File: config.mk
export PLATFORM = sky130hd
export DESIGN_NAME = control_sequencer
export DESIGN_NICKNAME = d
export VERILOG_FILES = /design/src/rtl/control_pkg.sv /design/src/rtl/control_decode.sv /design/src/rtl/control_sequencer.sv
export SDC_FILE = /design/constraint.sdc
export NUM_CORES = 1
export LEC_CHECK = 0
export BUFFER_PORTS_ARGS = -buffer_cell sky130_fd_sc_hd__buf_2
export CAP_MARGIN = 20
export CORE_MARGIN = 1.5
export CORE_UTILIZATION = 47
export CTS_CLUSTER_DIAMETER = 40
export DETAILED_ROUTE_END_ITERATION = 7
export HOLD_SLACK_MARGIN = 0.12
export PLACE_DENSITY = 0.78
export SETUP_SLACK_MARGIN = 0.05
export SLEW_MARGIN = 10
export SYNTH_ARGS = -nofsm -noshare
export SYNTH_HDL_FRONTEND = slang
export SYNTH_SLANG_ARGS = --single-unit
File: constraint.sdc
create_clock -name clk -period 2.1 [get_ports clk]
set_input_delay 0.42 -clock clk [delete_from_list [all_inputs] [get_ports clk]]
set_output_delay 0.42 -clock clk [all_outputs]
set_load 0.01 [all_outputs]
File: src/rtl/control_pkg.sv
// Shared types and opcode-class constants for the control sequencer and its decoder.
// The cycle-length helper is the single source of truth for instruction length.
package control_pkg;

    typedef enum logic [1:0] {
        IDLE = 2'd0,
        EXEC = 2'd1,
        WAIT = 2'd2,
        IRQ  = 2'd3
    } state_e;

    // Opcode class patterns: MEM matches op[7:6], JMP and SIMPLE match op[7:5]
    localparam logic [1:0] CLS_MEM    = 2'b10;
    localparam logic [2:0] CLS_JMP    = 3'b111;
    localparam logic [2:0] CLS_SIMPLE = 3'b000;

    function automatic int unsigned cyc_len(input logic [7:0] op);
        if (op[7:6] == CLS_MEM || op[7:5] == CLS_JMP) return 2;
        return 1;
    endfunction

endpackage

File: src/rtl/control_decode.sv
// Combinational strobe decode of the latched instruction at the current execute cycle.
// Every output is forced to zero when en_i is low, so idle and interrupt states emit nothing.
module control_decode
    import control_pkg::*;
#(
    parameter int INST_W = 8,
    parameter int CYC_W  = 2,
    parameter int ALU_W  = 4,
    parameter int RS_W   = 2
) (
    input  logic              en_i,
    input  logic [INST_W-1:0] inst_i,
    input  logic [CYC_W-1:0]  cycle_i,
    input  logic              carry_i,
    output logic              m_o,
    output logic              mw_o,
    output logic              mc_o,
    output logic              j_o,
    output logic              lj_o,
    output logic              cli_o,
    output logic              ljr_o,
    output logic              rd_o,
    output logic              wr_o,
    output logic              s_o,
    output logic              y_o,
    output logic              sei_o,
    output logic [RS_W-1:0]   rs_o,
    output logic [ALU_W-1:0]  alu_o
);

    logic [7:0] op;
    logic       c0, c1, simple;

    assign op     = inst_i[7:0];
    assign c0     = (cycle_i == CYC_W'(0));
    assign c1     = (cycle_i == CYC_W'(1));
    assign simple = (op[7:5] == CLS_SIMPLE);

    assign mc_o  = en_i & op[7] & c0;
    assign m_o   = en_i & op[7] & ~op[6] & c1;
    assign mw_o  = m_o & op[5];
    // Conditional jump is suppressed when op[4] selects carry and carry is set
    assign j_o   = en_i & (op[7:5] == CLS_JMP) & c1 & ~(op[4] & carry_i);
    assign lj_o  = en_i & simple & op[4] & ~op[3];
    assign cli_o = lj_o & op[1];
    assign ljr_o = lj_o & op[2];
    assign sei_o = lj_o & op[0] & ~op[1];
    assign rd_o  = en_i & simple & ~op[4] & op[2];
    assign wr_o  = en_i & simple & ~op[4] & op[3];
    assign s_o   = en_i & op[4];
    assign y_o   = en_i & op[5];
    assign rs_o  = en_i ? inst_i[RS_W-1:0]  : '0;
    assign alu_o = en_i ? inst_i[ALU_W-1:0] : '0;

endmodule

File: src/rtl/control_sequencer.sv
// Multi-cycle instruction sequencer: accepts one instruction per handshake, steps it through
// its execute cycles, stretches memory cycles on mem_ready, and owns interrupt enable/pending.
module control_sequencer
    import control_pkg::*;
#(
    parameter int INST_W = 8,
    parameter int CYC_W  = 2,
    parameter int ALU_W  = 4,
    parameter int RS_W   = 2
) (
    input  logic              clk,
    input  logic              rst_n,
    input  logic              inst_valid,
    output logic              inst_ready,
    input  logic [INST_W-1:0] inst,
    input  logic              carry,
    input  logic              mem_ready,
    input  logic              irq,
    output logic [CYC_W-1:0]  cycle,
    output logic              busy,
    output logic              done,
    output logic              irq_take,
    output logic              M,
    output logic              MW,
    output logic              MC,
    output logic              J,
    output logic              LJ,
    output logic              CLI,
    output logic              LJR,
    output logic              RD,
    output logic              WR,
    output logic              S,
    output logic              Y,
    output logic [RS_W-1:0]   RS,
    output logic [ALU_W-1:0]  ALU
);

    state_e              state_q, state_d;
    logic [INST_W-1:0]   inst_q, inst_d;
    logic [CYC_W-1:0]    cycle_q, cycle_d;
    logic                int_en_q, int_en_d;
    logic                irq_pend_q, irq_pend_d;
    logic [CYC_W-1:0]    last_cyc;
    logic                take_irq, mem_strb, sei;

    assign busy     = (state_q == EXEC) || (state_q == WAIT);
    assign cycle    = cycle_q;
    assign take_irq = (state_q == IDLE) & irq_pend_q & int_en_q;
    assign last_cyc = CYC_W'(cyc_len(inst_q[7:0]) - 1);
    assign mem_strb = MC | M;

    control_decode #(
        .INST_W (INST_W),
        .CYC_W  (CYC_W),
        .ALU_W  (ALU_W),
        .RS_W   (RS_W)
    ) u_decode (
        .en_i    (busy),
        .inst_i  (inst_q),
        .cycle_i (cycle_q),
        .carry_i (carry),
        .m_o     (M),
        .mw_o    (MW),
        .mc_o    (MC),
        .j_o     (J),
        .lj_o    (LJ),
        .cli_o   (CLI),
        .ljr_o   (LJR),
        .rd_o    (RD),
        .wr_o    (WR),
        .s_o     (S),
        .y_o     (Y),
        .sei_o   (sei),
        .rs_o    (RS),
        .alu_o   (ALU)
    );

    always_comb begin
        state_d    = state_q;
        inst_d     = inst_q;
        cycle_d    = cycle_q;
        int_en_d   = int_en_q;
        irq_pend_d = irq_pend_q | irq;
        inst_ready = 1'b0;
        done       = 1'b0;
        irq_take   = 1'b0;
        case (state_q)
            IDLE: begin
                inst_ready = ~take_irq;
                if (take_irq) begin
                    state_d = IRQ;
                end else if (inst_valid) begin
                    inst_d  = inst;
                    cycle_d = '0;
                    state_d = EXEC;
                end
            end
            EXEC, WAIT: begin
                if (mem_strb && !mem_ready) begin
                    state_d = WAIT;
                end else if (cycle_q == last_cyc) begin
                    done    = 1'b1;
                    state_d = IDLE;
                    cycle_d = '0;
                    if (sei) int_en_d = 1'b1;
                    if (CLI) int_en_d = 1'b0;
                end else begin
                    cycle_d = cycle_q + CYC_W'(1);
                    state_d = EXEC;
                end
            end
            IRQ: begin
                // A still-asserted level request re-arms pending, but int_en is now off
                irq_take   = 1'b1;
                irq_pend_d = irq;
                int_en_d   = 1'b0;
                state_d    = IDLE;
            end
            default: state_d = IDLE;
        endcase
    end

    always_ff @(posedge clk or negedge rst_n) begin
        if (!rst_n) begin
            state_q    <= IDLE;
            inst_q     <= '0;
            cycle_q    <= '0;
            int_en_q   <= 1'b0;
            irq_pend_q <= 1'b0;
        end else begin
            state_q    <= state_d;
            inst_q     <= inst_d;
            cycle_q    <= cycle_d;
            int_en_q   <= int_en_d;
            irq_pend_q <= irq_pend_d;
        end
    end

endmodule

==> results of run 1 <==
==> layout make-up <==
| type | count | area share, % |
|---|---|---|
| Clock buffer | 4 | 2.71 |
| Multi-Input combinational cell | 70 | 42.8 |
| Tap cell | 25 | 2.34 |
| Inverter | 8 | 2.24 |
| Timing Repair Buffer | 52 | 23.6 |
| Sequential cell | 14 | 26.4 |
==> stage by stage <==
stage / setup slack [ns] / instances / hold WS (ns) / util [%] / setup TNS (ns)
detailed placement: 0.0465 / 154 / 0.339 / 63.2 / 0
global placement: 0.183 / 154 / 0.329 / 63.2 / 0
floorplan: 0.153 / 95 / 0.124 / - / 0
CTS: 0.0237 / 169 / 0.299 / 72.4 / 0
global route: -0.0923 / 173 / 0.291 / 75.1 / -0.266
finish: -0.0291 / 173 / 0.300 / 75.1 / -0.0536
==> placed cells by master, fill, tap and decap left out, types with 3 or more instances in the layout <==
master / count
dfrtp_1: 12
and2_4: 3
nand2_1: 7
nand2b_1: 3
o21ai_0: 5
clkbuf_4: 3
inv_1: 6
and2_1: 9
buf_2: 34
buf_4: 15
ha_1: 3
mux2_2: 8
==> per-layer routing <==
layer | vias to the layer above | share of wire, % | GRT usage [%]
met2 | 28 | 55 | 41.6
met5 | - | 0 | 0
met1 | 447 | 39 | 25.5
met4 | 0 | 0.99 | 10.0
met3 | 4 | 4.9 | 6.04
li1 | 434 | - | -
==> path summary, 6_finish.rpt <==
| path | slack, ns | to | cells after the start |
|---|---|---|---|
| max in group asynchronous | 1.28 | inst_q[7]$_DFFE_PN0P_ | 2 |
| max reg2reg | 0.31 | cycle[0]$_DFFE_PN0P_ | 6 |
| min reg2reg | 0.53 | inst_q[0]$_DFFE_PN0P_ | 1 |
| max | -0.03 | CLI | 6 |
| min | 0.30 | irq_pend_q$_DFF_PN0_ | 2 |
| min in group asynchronous | 0.55 | irq_pend_q$_DFF_PN0_ | 2 |
==> sequential cells by signal (all words and copies together) (netlist names) <==
name        count
inst_q          8
cycle           2
state_q         2
int_en_q        1
irq_pend_q      1
==> what timing repair did <==
item | CTS | global route
resized for setup | 13 | 5
hold endpoints to repair | 14 | 0
pin swaps | 3 | 5
endpoints found under the setup margin | 12 | 9
gates cloned | 0 | 0
hold buffers | 1 | 0
setup buffers | 10 | 4
==> worst max-delay path, cell delays in order (launching register included) <==
cell     delay [ns]
dfrtp_1        0.39
inv_2          0.07
ha_4           0.30
and2_4         0.15
nor3b_4        0.24
and2_4         0.18
buf_6          0.09
==> power by group through the flow <==
stage	clock network, W	registers (W)	logic (W)
floorplan	0	0.000504	0.000849
global placement	0	0.000530	0.00115
detailed placement	0	0.000540	0.00118
CTS	0.000205	0.000516	0.00146
global route	0.000219	0.000533	0.00167
finish	0.000204	0.000519	0.00155
==> kinds of logic after synthesis <==
family                   synth area share, %
adder cells (fa/ha/maj)                 6.75
flip-flops                              37.8
multiplexers                            10.8
AO/OA/AOI/OAI                           11.3
buffers and inverters                   5.26
AND/OR/NAND/NOR                         28.1
==> metrics.txt, run 1 <==
# TYPE chip_impl_metric gauge
chip_impl_metric{name="yosysWarnings",unit=""} 0
chip_impl_metric{name="numClockSinks",unit=""} 14
chip_impl_metric{name="multiInputGateArea",unit="sq um"} 573
chip_impl_metric{name="design.die.area",unit="sq um"} 2250
chip_impl_metric{name="final_nets",unit=""} 168
chip_impl_metric{name="grt_util_overall",unit="%"} 23.2
chip_impl_metric{name="sequentialPowerShare",unit="%"} 22.8
chip_impl_metric{name="fill_cells",unit=""} 137
chip_impl_metric{name="area_growth_syn_to_layout",unit="%"} 44.4
chip_impl_info{name="synth_top_cells_by_count",value="14 x dfrtp_1, 9 x and2_1, 8 x inv_1, 8 x mux2_2, 7 x nand2_1"} 1
chip_impl_metric{name="ys_seq_elements",unit=""} 14
chip_impl_metric{name="cts-root-to-sink-buffers",unit=""} 2
chip_impl_metric{name="hpwl",unit="um"} 1590
chip_impl_metric{name="grt_start_max_net_pins",unit=""} 15
chip_impl_metric{name="boundaryPins",unit=""} 37
chip_impl_metric{name="num_antenna_cells",unit=""} 0
chip_impl_info{name="rsz0062_at_grt",value="yes"} 1
chip_impl_metric{name="cts_inserted_buffers",unit=""} 3
chip_impl_metric{name="mappedNetlistArea",unit="sq um"} 927
chip_impl_metric{name="ff_latch_area",unit="sq um"} 353
chip_impl_metric{name="pwr-share-clk",unit="%"} 9.0
chip_impl_info{name="crit-reg2reg-launch",value="state_q[1]$_DFFE_PN0P_"} 1
chip_impl_metric{name="critical_path_required",unit="ns"} 1.68
chip_impl_metric{name="total_switching_power",unit="W"} 0.000965
chip_impl_metric{name="placementRows",unit=""} 15
chip_impl_metric{name="total_leakage_power",unit="nW"} 0.675
chip_impl_info{name="criticalPathCategory",value="reg2out"} 1
chip_impl_metric{name="post_route_drc",unit=""} 0
chip_impl_metric{name="p_sw_share",unit="%"} 42.4
chip_impl_info{name="worst_setup_path_startpoint",value="state_q[1]$_DFFE_PN0P_"} 1
chip_impl_metric{name="wire_length_of_the_first_global_routing_pass",unit="um"} 3510
chip_impl_metric{name="cap_viol_max_count",unit=""} 0
chip_impl_metric{name="route.vias.total",unit=""} 913
chip_impl_metric{name="total_power",unit="W"} 0.00227
chip_impl_metric{name="cts.clk_slew.worst_paths",unit="ns"} 0.09
chip_impl_info{name="timing.critical_path.from_type",value="flip-flop"} 1
chip_impl_metric{name="final_antenna_net_count",unit=""} 0
chip_impl_metric{name="yosysTopAreaCellShare",unit="%"} 37.8
chip_impl_metric{name="slew_viol_final",unit=""} 0
chip_impl_metric{name="htree_num_levels",unit=""} 1
chip_impl_metric{name="via_count_of_the_first_global_routing_pass",unit=""} 840
chip_impl_metric{name="async_reset_ff_share",unit="%"} 100
chip_impl_metric{name="layout-drive-gt1-share",unit="%"} 56.8
chip_impl_info{name="synth_largest_area_cell",value="dfrtp_1"} 1
chip_impl_metric{name="final_setup_violations",unit=""} 2
chip_impl_info{name="critical_path.endpoint_type",value="output port"} 1
chip_impl_metric{name="comb_power_share",unit="%"} 68.2
chip_impl_info{name="yosys.cell_count.top_type",value="dfrtp_1"} 1
chip_impl_metric{name="drt_iter0_drc",unit=""} 18
chip_impl_metric{name="die_h",unit="um"} 47.4
chip_impl_metric{name="power_per_cell_area",unit="nW/um^2"} 1700
chip_impl_info{name="postSynth.topFlopCell",value="dfrtp_1"} 1
chip_impl_metric{name="clk-insertion-delay-late",unit="ns"} 0.29
chip_impl_metric{name="placement.io_buffers",unit=""} 36
chip_impl_metric{name="gpl.final_weighted_congestion",unit=""} 0.781
chip_impl_info{name="ys_top_cells_by_area",value="dfrtp_1 38%, mux2_2 9.7%, ha_1 6.7%"} 1
chip_impl_metric{name="postSynthCellCount",unit=""} 95
chip_impl_metric{name="synth_enable_flop_cells",unit=""} 0
chip_impl_metric{name="report.final.hold_viol_count",unit=""} 0
chip_impl_metric{name="worst_ep_arrival_time",unit="ns"} 1.71
chip_impl_metric{name="period_share",unit="%"} 101
chip_impl_metric{name="initial_core_utilization",unit="%"} 52.0
chip_impl_metric{name="cellInternalPower",unit="W"} 0.00131
chip_impl_metric{name="synth_nets",unit=""} 114
chip_impl_info{name="cts_tree",value="built"} 1
chip_impl_metric{name="dpl_cell_area",unit="sq um"} 1130
chip_impl_metric{name="peakVddDrop",unit="mV"} 0.996
chip_impl_metric{name="avgSynthCellArea",unit="sq um"} 9.76
chip_impl_metric{name="detail_route.first_pass.iterations",unit=""} 4
chip_impl_metric{name="max_clock_freq",unit="MHz"} 470
chip_impl_metric{name="fp.dieW",unit="um"} 47.4
chip_impl_info{name="status",value="complete, but fails checks"} 1
chip_impl_metric{name="routed_via_density",unit=""} 5.28
chip_impl_info{name="violations_in_the_final_reports",value="negative setup slack"} 1
chip_impl_info{name="root_buffer",value="clkbuf_4"} 1
chip_impl_metric{name="finish.instance_area",unit="sq um"} 1340
chip_impl_metric{name="postRouteWirelength",unit="um"} 2420
chip_impl_metric{name="initial_antenna_violation_count",unit=""} 0
chip_impl_metric{name="drt-wirelength-per-cell",unit="um"} 14.0
chip_impl_metric{name="fin_crit_period",unit="ns"} 2.13
chip_impl_info{name="hold_path_startpoint",value="irq"} 1
chip_impl_metric{name="core",unit="sq um"} 1780
chip_impl_metric{name="synth-seq-area-share",unit="%"} 37.8
chip_impl_metric{name="timing.max_slew.rel_slack",unit="%"} 72.9
chip_impl_metric{name="grt.overflow.total",unit=""} 0
chip_impl_info{name="hp-class",value="in2reg"} 1
chip_impl_metric{name="fin_skew",unit="ns"} 0.00193
chip_impl_metric{name="setup_slack",unit="ns"} -0.0291
chip_impl_metric{name="worstMarginPinSlew",unit="ns"} 0.405
chip_impl_metric{name="post_synth_num_cell_types",unit=""} 32
chip_impl_metric{name="critical_path_peak_fanout",unit=""} 6
(Power assumes the default switching activity.)
==> inputs of run 2 (changes only) <==
- CELL_PAD_IN_SITES_DETAIL_PLACEMENT: default -> 1
- CELL_PAD_IN_SITES_GLOBAL_PLACEMENT: default -> 1
- CORE_ASPECT_RATIO: default -> 0.5
- CORE_UTILIZATION: 47 -> 35
- PLACE_DENSITY: 0.78 -> default
- PLACE_DENSITY_LB_ADDON: default -> 0.1
==> run 2 against run 1 <==
Net effect:
- the flow now finishes without violations
- combinational power shrank 6%
- cell area shrank 1.6%
- clock power grew 30%
- routed wire length grew 6.9%
- flip-flop and latch count is the same
- clock skew shrank 0.0010 ns
- first-iteration DRC count is the same
- cell count grew 2.9%
- via count shrank 7.0%
- maximum frequency grew 3.3%
==> metrics.txt, run 2 (synthesis gave the netlist of run 1 again) <==
# TYPE chip_impl_metric gauge
chip_impl_info{name="status",value="finished, final reports clean"} 1
chip_impl_metric{name="clk-insertion-delay-late",unit="ns"} 0.25
chip_impl_metric{name="pwr-share-clk",unit="%"} 11.9
chip_impl_metric{name="finish.instance_area",unit="sq um"} 1320
chip_impl_metric{name="sequentialPowerShare",unit="%"} 23.3
chip_impl_metric{name="layout-drive-gt1-share",unit="%"} 51.7
chip_impl_metric{name="critical_path_peak_fanout",unit=""} 6
chip_impl_metric{name="final_antenna_net_count",unit=""} 0
chip_impl_metric{name="placement.io_buffers",unit=""} 36
chip_impl_info{name="biggest_register",value="inst_q"} 1
chip_impl_metric{name="worstMarginPinSlew",unit="ns"} 0.404
chip_impl_metric{name="max_clock_freq",unit="MHz"} 485
chip_impl_metric{name="timing.max_slew.rel_slack",unit="%"} 73.0
chip_impl_metric{name="wire_length_of_the_first_global_routing_pass",unit="um"} 4220
chip_impl_metric{name="worst_hold_path.num_cells",unit=""} 2
chip_impl_metric{name="slew_viol_final",unit=""} 0
chip_impl_metric{name="final_setup_violations",unit=""} 0
chip_impl_metric{name="boundaryPins",unit=""} 37
chip_impl_metric{name="core",unit="sq um"} 2360
chip_impl_metric{name="place_ws",unit="ns"} 0.0847
chip_impl_metric{name="grt_util_overall",unit="%"} 20.4
chip_impl_metric{name="final_nets",unit=""} 163
chip_impl_info{name="cts_tree",value="built"} 1
chip_impl_metric{name="area_growth_syn_to_layout",unit="%"} 42.1
chip_impl_metric{name="design.die.area",unit="sq um"} 2990
chip_impl_metric{name="rr_worst_depth",unit=""} 7
chip_impl_metric{name="period_share",unit="%"} 98.2
chip_impl_metric{name="dpl_cell_area",unit="sq um"} 1150
chip_impl_metric{name="drt_iter0_drc",unit=""} 18
chip_impl_info{name="busiest_layer",value="met2"} 1
chip_impl_metric{name="gr-usage-met2",unit="%"} 33.5
chip_impl_info{name="root_buffer",value="clkbuf_8"} 1
chip_impl_metric{name="report.final.hold_viol_count",unit=""} 0
chip_impl_metric{name="via_count_of_the_first_global_routing_pass",unit=""} 857
chip_impl_metric{name="post_route_drc",unit=""} 0
chip_impl_metric{name="fp.dieW",unit="um"} 75.8
chip_impl_metric{name="power_per_cell_area",unit="nW/um^2"} 1690
chip_impl_metric{name="routed_via_density",unit=""} 4.77
chip_impl_info{name="criticalPathCategory",value="reg2out"} 1
chip_impl_metric{name="cap_viol_max_count",unit=""} 0
chip_impl_metric{name="cts.clk_slew.worst_paths",unit="ns"} 0.06
chip_impl_metric{name="grt.overflow.total",unit=""} 0
chip_impl_metric{name="initial_antenna_violation_count",unit=""} 0
chip_impl_info{name="layout_commonest_cell",value="buf_2"} 1
chip_impl_metric{name="met3_resource_use_gr",unit="%"} 6.68
chip_impl_metric{name="fin_skew",unit="ns"} 0.000879
chip_impl_info{name="rsz0062_at_grt",value="yes"} 1
chip_impl_metric{name="critPathMaxStageDelay",unit="ns"} 0.36
chip_impl_info{name="final_cell_mix",value="34 x buf_2, 13 x dfrtp_1, 9 x and2_1, 9 x buf_4, 8 x mux2_2"} 1
chip_impl_metric{name="cellInternalPower",unit="W"} 0.00127
chip_impl_metric{name="die_h",unit="um"} 39.4
chip_impl_metric{name="placementRows",unit=""} 12
chip_impl_metric{name="cts-root-to-sink-buffers",unit=""} 2
chip_impl_metric{name="initial_core_utilization",unit="%"} 39.3
chip_impl_metric{name="worst_ep_arrival_time",unit="ns"} 1.64
chip_impl_info{name="critical_path.endpoint_type",value="output port"} 1
chip_impl_info{name="hp-class",value="in2reg"} 1
chip_impl_metric{name="cts_inserted_buffers",unit=""} 3
chip_impl_metric{name="num_antenna_cells",unit=""} 0
chip_impl_info{name="worst_path_most_repeated_cell",value="and2_4"} 1
chip_impl_metric{name="gpl.final_weighted_congestion",unit=""} 0.772
chip_impl_metric{name="hpwl",unit="um"} 1790
chip_impl_info{name="timing.critical_path.slowest_stage_cell",value="dfrtp_1"} 1
chip_impl_metric{name="grt_start_max_net_pins",unit=""} 15
chip_impl_metric{name="detail_route.first_pass.iterations",unit=""} 6
chip_impl_metric{name="total_leakage_power",unit="nW"} 0.656
chip_impl_metric{name="fin_crit_period",unit="ns"} 2.06
chip_impl_metric{name="grtUsageMet1",unit="%"} 26.4
chip_impl_metric{name="total_switching_power",unit="W"} 0.000957
chip_impl_metric{name="htree_num_levels",unit=""} 1
chip_impl_metric{name="numClockSinks",unit=""} 14
chip_impl_metric{name="route.vias.total",unit=""} 849
chip_impl_info{name="timing.critical_path.from_type",value="flip-flop"} 1
chip_impl_metric{name="number_of_flip_flops_in_the_largest_register",unit=""} 8
chip_impl_metric{name="fill_cells",unit=""} 285
chip_impl_metric{name="critical_path_required",unit="ns"} 1.68
chip_impl_metric{name="postRouteWirelength",unit="um"} 2590
chip_impl_metric{name="peakVddDrop",unit="mV"} 0.607
chip_impl_info{name="crit_chain",value="inv_2, ha_4, and2_4, nor3b_4, and2_4, buf_6"} 1
chip_impl_metric{name="p_sw_share",unit="%"} 42.9
chip_impl_metric{name="drt-wirelength-per-cell",unit="um"} 14.5
chip_impl_metric{name="setup_slack",unit="ns"} 0.0383
chip_impl_metric{name="comb_power_share",unit="%"} 64.8
chip_impl_metric{name="finalHoldWorstSlack",unit="ns"} 0.353
==> run 2: cell count changes in the layout (fill, tap and decap cells not counted), sizes merged <==
cell  before  now
buf       51   46
==> run 2: layer usage <==
| layer | share of wire [%] | up-vias |
|---|---|---|
| met2 | 46 | 19 |
| met4 | 0 | 0 |
| met1 | 49 | 406 |
| met5 | 0 | - |
| met3 | 4.7 | 0 |
| li1 | - | 424 |
==> run 2: critical path: cells and delay by family (launching register included) <==
kind / cells / cell delay (ns)
AND/OR/NAND/NOR: 3 / 0.56
flip-flops: 1 / 0.36
adder cells (fa/ha/maj): 1 / 0.30
buffers and inverters: 2 / 0.16
==> run 2: timing repair <==
action                     CTS  global route
gates resized for setup     11             3
hold buffers                 1             0
hold endpoints to repair    14             0
setup endpoints to repair    9             8
buffers inserted             6             2
pin swaps                    4             1
==> run 2: power groups by stage <==
| stage | clock network [W] | registers (W) | logic, W |
|---|---|---|---|
| after floorplan | 0 | 0.000504 | 0.000849 |
| after CTS | 0.000273 | 0.000515 | 0.00141 |
| after detailed placement | 0 | 0.000541 | 0.00121 |
| final | 0.000265 | 0.000519 | 0.00145 |
| after global placement | 0 | 0.000539 | 0.00120 |
| after global routing | 0.000283 | 0.000538 | 0.00159 |
==> run 2: path summary, 6_finish.rpt <==
path | start | endpoint | slack (ns)
min in group asynchronous | rst_n | inst_q[4]$_DFFE_PN0P_ | 0.61
worst min register to register | inst_q[0]$_DFFE_PN0P_ | inst_q[0]$_DFFE_PN0P_ | 0.51
worst min-delay path | irq | irq_pend_q$_DFF_PN0_ | 0.35
worst max register to register | state_q[1]$_DFFE_PN0P_ | cycle[0]$_DFFE_PN0P_ | 0.27
worst max-delay path | state_q[1]$_DFFE_PN0P_ | LJR | 0.04
max in group asynchronous | rst_n | inst_q[7]$_DFFE_PN0P_ | 1.22
==> run 2: layout make-up <==
| type | instances | area (sq um) | share of cell area (%) |
|---|---|---|---|
| tap | 35 | 43.8 | 3.32 |
| sequential | 14 | 352 | 26.7 |
| clock buffer | 4 | 55.1 | 4.18 |
| multi-input combinational | 70 | 563 | 42.7 |
| inverter | 8 | 30.0 | 2.28 |
| timing repair buffer | 47 | 274 | 20.8 |
==> run 2: per-stage QoR <==
stage	total power, W	utilization [%]	TNS (ns)	std cells
2_1_floorplan	0.00135	-	0	95
3_3_place_gp	0.00174	48.7	0	165
3_5_place_dp	0.00175	48.7	0	165
4_1_cts	0.00220	54.7	0	176
5_1_grt	0.00241	55.9	-0.119	178
6_report	0.00223	55.9	0	178
==> inputs of run 3 (changes only) <==
--- a/config.mk
+++ b/config.mk
@@ -16,4 +16,5 @@
 export DETAILED_ROUTE_END_ITERATION = 7
-export HOLD_SLACK_MARGIN = 0.12
+export HOLD_SLACK_MARGIN = 0.15
 export PLACE_DENSITY_LB_ADDON = 0.1
+export REMOVE_ABC_BUFFERS = 1
 export SETUP_SLACK_MARGIN = 0.05
--- a/constraint.sdc
+++ b/constraint.sdc
@@ -3,2 +3,2 @@
 set_output_delay 0.42 -clock clk [all_outputs]
-set_load 0.01 [all_outputs]
+set_load 0.1 [all_outputs]
==> run 3 against run 2 <==
Net effect:
- the flow now finishes with violations (negative setup slack)
- hold slack worse by 0.0069 ns
- sequential share of layout area decreased by 6.4 points
- die area unchanged
- maximum frequency down 9.9%
- register-to-register slack lost 0.12 ns
- via count up 25%
- critical path depth increased by 1
- routed wire length increased by 89%
- utilization grew 18 points
- global-route usage up 14 points
- clock-buffer cell count unchanged
- worst setup slack got worse by 0.23 ns
- critical path type unchanged
==> metrics.txt, run 3 (synthesis gave the netlist of run 1 again) <==
# TYPE chip_impl_metric gauge
chip_impl_metric{name="place_ws",unit="ns"} -0.0233
chip_impl_info{name="cts_tree",value="built"} 1
chip_impl_metric{name="final_nets",unit=""} 173
chip_impl_metric{name="fp.dieW",unit="um"} 75.8
chip_impl_metric{name="drt-wirelength-per-cell",unit="um"} 26.0
chip_impl_metric{name="die_h",unit="um"} 39.4
chip_impl_metric{name="number_of_flip_flops_in_the_largest_register",unit=""} 8
chip_impl_metric{name="routed_via_density",unit=""} 5.64
chip_impl_metric{name="route.vias.total",unit=""} 1060
chip_impl_info{name="root_buffer",value="clkbuf_8"} 1
chip_impl_metric{name="final_antenna_net_count",unit=""} 0
chip_impl_metric{name="max_clock_freq",unit="MHz"} 437
chip_impl_metric{name="cts_inserted_buffers",unit=""} 3
chip_impl_info{name="violations_in_the_final_reports",value="negative setup slack"} 1
chip_impl_metric{name="fin_skew",unit="ns"} 0.00517
chip_impl_metric{name="post_route_drc",unit=""} 0
chip_impl_metric{name="grt.overflow.total",unit=""} 0
chip_impl_metric{name="gr-usage-met2",unit="%"} 58.9
chip_impl_metric{name="fin_crit_period",unit="ns"} 2.29
chip_impl_metric{name="report.final.hold_viol_count",unit=""} 0
chip_impl_info{name="rsz0062_at_grt",value="yes"} 1
chip_impl_info{name="hold_path_startpoint",value="irq"} 1
chip_impl_metric{name="hpwl",unit="um"} 2520
chip_impl_metric{name="met3_resource_use_gr",unit="%"} 12.3
chip_impl_metric{name="placementRows",unit=""} 12
chip_impl_metric{name="layout-drive-gt1-share",unit="%"} 64.1
chip_impl_info{name="final_cell_mix",value="19 x buf_12, 17 x buf_2, 17 x buf_4"} 1
chip_impl_metric{name="final_setup_violations",unit=""} 8
chip_impl_metric{name="via_count_of_the_first_global_routing_pass",unit=""} 1124
chip_impl_info{name="status",value="complete, but fails checks"} 1
chip_impl_metric{name="htree_num_levels",unit=""} 1
chip_impl_metric{name="grt_util_overall",unit="%"} 34.0
chip_impl_metric{name="critical_path_peak_fanout",unit=""} 5
chip_impl_info{name="timing.critical_path.slowest_stage_cell",value="dfrtp_1"} 1
chip_impl_info{name="crit_chain",value="inv_2, ha_4, buf_4, nand2b_1, o221ai_2, o21a_1, buf_12"} 1
chip_impl_metric{name="rr_worst_depth",unit=""} 7
chip_impl_metric{name="boundaryPins",unit=""} 37
chip_impl_metric{name="grt_start_max_net_pins",unit=""} 15
chip_impl_metric{name="worst_hold_path.num_cells",unit=""} 2
chip_impl_metric{name="timing.max_slew.rel_slack",unit="%"} 66.3
chip_impl_metric{name="grtUsageMet1",unit="%"} 37.5
chip_impl_metric{name="cts-root-to-sink-buffers",unit=""} 2
chip_impl_metric{name="cts.clk_slew.worst_paths",unit="ns"} 0.07
chip_impl_metric{name="wire_length_of_the_first_global_routing_pass",unit="um"} 6660
chip_impl_metric{name="postRouteWirelength",unit="um"} 4890
chip_impl_metric{name="worstMarginPinSlew",unit="ns"} 0.509
chip_impl_info{name="timing.critical_path.from_type",value="flip-flop"} 1
chip_impl_metric{name="area_growth_syn_to_layout",unit="%"} 87.6
chip_impl_metric{name="critical_path_required",unit="ns"} 1.68
chip_impl_metric{name="numClockSinks",unit=""} 14
chip_impl_info{name="criticalPathCategory",value="reg2out"} 1
chip_impl_metric{name="clk-insertion-delay-late",unit="ns"} 0.26
chip_impl_metric{name="finalHoldWorstSlack",unit="ns"} 0.346
chip_impl_metric{name="initial_antenna_violation_count",unit=""} 0
chip_impl_info{name="critical_path.endpoint_type",value="output port"} 1
chip_impl_metric{name="initial_core_utilization",unit="%"} 39.3
chip_impl_metric{name="placement.io_buffers",unit=""} 36
chip_impl_metric{name="slew_viol_final",unit=""} 0
chip_impl_metric{name="design.die.area",unit="sq um"} 2990
chip_impl_metric{name="gpl.final_weighted_congestion",unit=""} 0.735
chip_impl_metric{name="num_antenna_cells",unit=""} 0
chip_impl_metric{name="detail_route.first_pass.iterations",unit=""} 4
chip_impl_metric{name="setup_slack",unit="ns"} -0.189
chip_impl_info{name="layout_commonest_cell",value="buf_12"} 1
chip_impl_info{name="reg2reg_to",value="cycle[0]$_DFFE_PN0P_"} 1
chip_impl_metric{name="worst_ep_arrival_time",unit="ns"} 1.87
chip_impl_metric{name="period_share",unit="%"} 109
chip_impl_info{name="crit-reg2reg-launch",value="state_q[1]$_DFFE_PN0P_"} 1
chip_impl_info{name="hold_end",value="irq_pend_q$_DFF_PN0_"} 1
chip_impl_info{name="hp-class",value="in2reg"} 1
chip_impl_metric{name="critPathMaxStageDelay",unit="ns"} 0.39
chip_impl_metric{name="finalCoreUtilization",unit="%"} 73.8
chip_impl_metric{name="drt_iter0_drc",unit=""} 78
chip_impl_metric{name="core",unit="sq um"} 2360
chip_impl_metric{name="cap_viol_max_count",unit=""} 0
chip_impl_info{name="biggest_register",value="inst_q"} 1
chip_impl_metric{name="regToRegSetupSlack",unit="ns"} 0.15
chip_impl_info{name="busiest_layer",value="met2"} 1
[run 3: cell type report]
type,count,area (sq um)
sequential,14,353
multi-input combinational,70,621
clock buffer,4,55.1
fill,223,618
tap,35,43.8
timing repair buffer,57,637
inverter,8,30.0
[run 3: layer usage]
metal / share of wire (%) / routed length [um] / vias to the layer above
met4: 3.2 / 155 / 0
met5: 0 / 0 / -
met1: 41 / 1980 / 523
met2: 46 / 2260 / 76
li1: - / - / 443
met3: 10 / 488 / 18
[run 3: what timing repair did]
| action | in CTS | in global routing |
|---|---|---|
| endpoints found under the hold margin | 14 | 0 |
| resized for setup | 20 | 12 |
| endpoints found under the setup margin | 17 | 16 |
| setup buffers | 10 | 4 |
| pin swaps | 7 | 6 |
| hold buffers | 1 | 0 |
[run 3: critical path: cells and delay by family (launching register included)]
| family | cells | cell delay (ns) |
|---|---|---|
| compound gates | 2 | 0.43 |
| fa+ha+maj | 1 | 0.31 |
| buf+inv | 3 | 0.39 |
| flops | 1 | 0.39 |
| simple gates | 1 | 0.07 |
[run 3: worst max path at each step]
| stage | startpoint | end | slack [ns] |
|---|---|---|---|
| after global routing | state_q[1]$_DFFE_PN0P_ | done | -0.22 |
| final | state_q[1]$_DFFE_PN0P_ | done | -0.19 |
| after global placement | state_q[0]$_DFFE_PN0P_ | LJR | 0.07 |
| after floorplan | state_q[0]$_DFFE_PN0P_ | MW | -2.15 |
| after CTS | state_q[0]$_DFFE_PN0P_ | CLI | -0.1 |
| after detailed placement | state_q[0]$_DFFE_PN0P_ | CLI | -0.02 |
[run 3: through the flow]
step	setup TNS, ns	cell area, sq um	cells
final	-0.809	1740	188
after global routing	-0.995	1740	188
after CTS	-0.237	1670	184
after detailed placement	-0.0452	1460	169
after global placement	0	1460	169
after floorplan	-25.27	908	92
Power of run 3 is left out: the tool's default activity adds up to more than one toggle a clock period on the data nets, which glitch-free logic cannot reach.
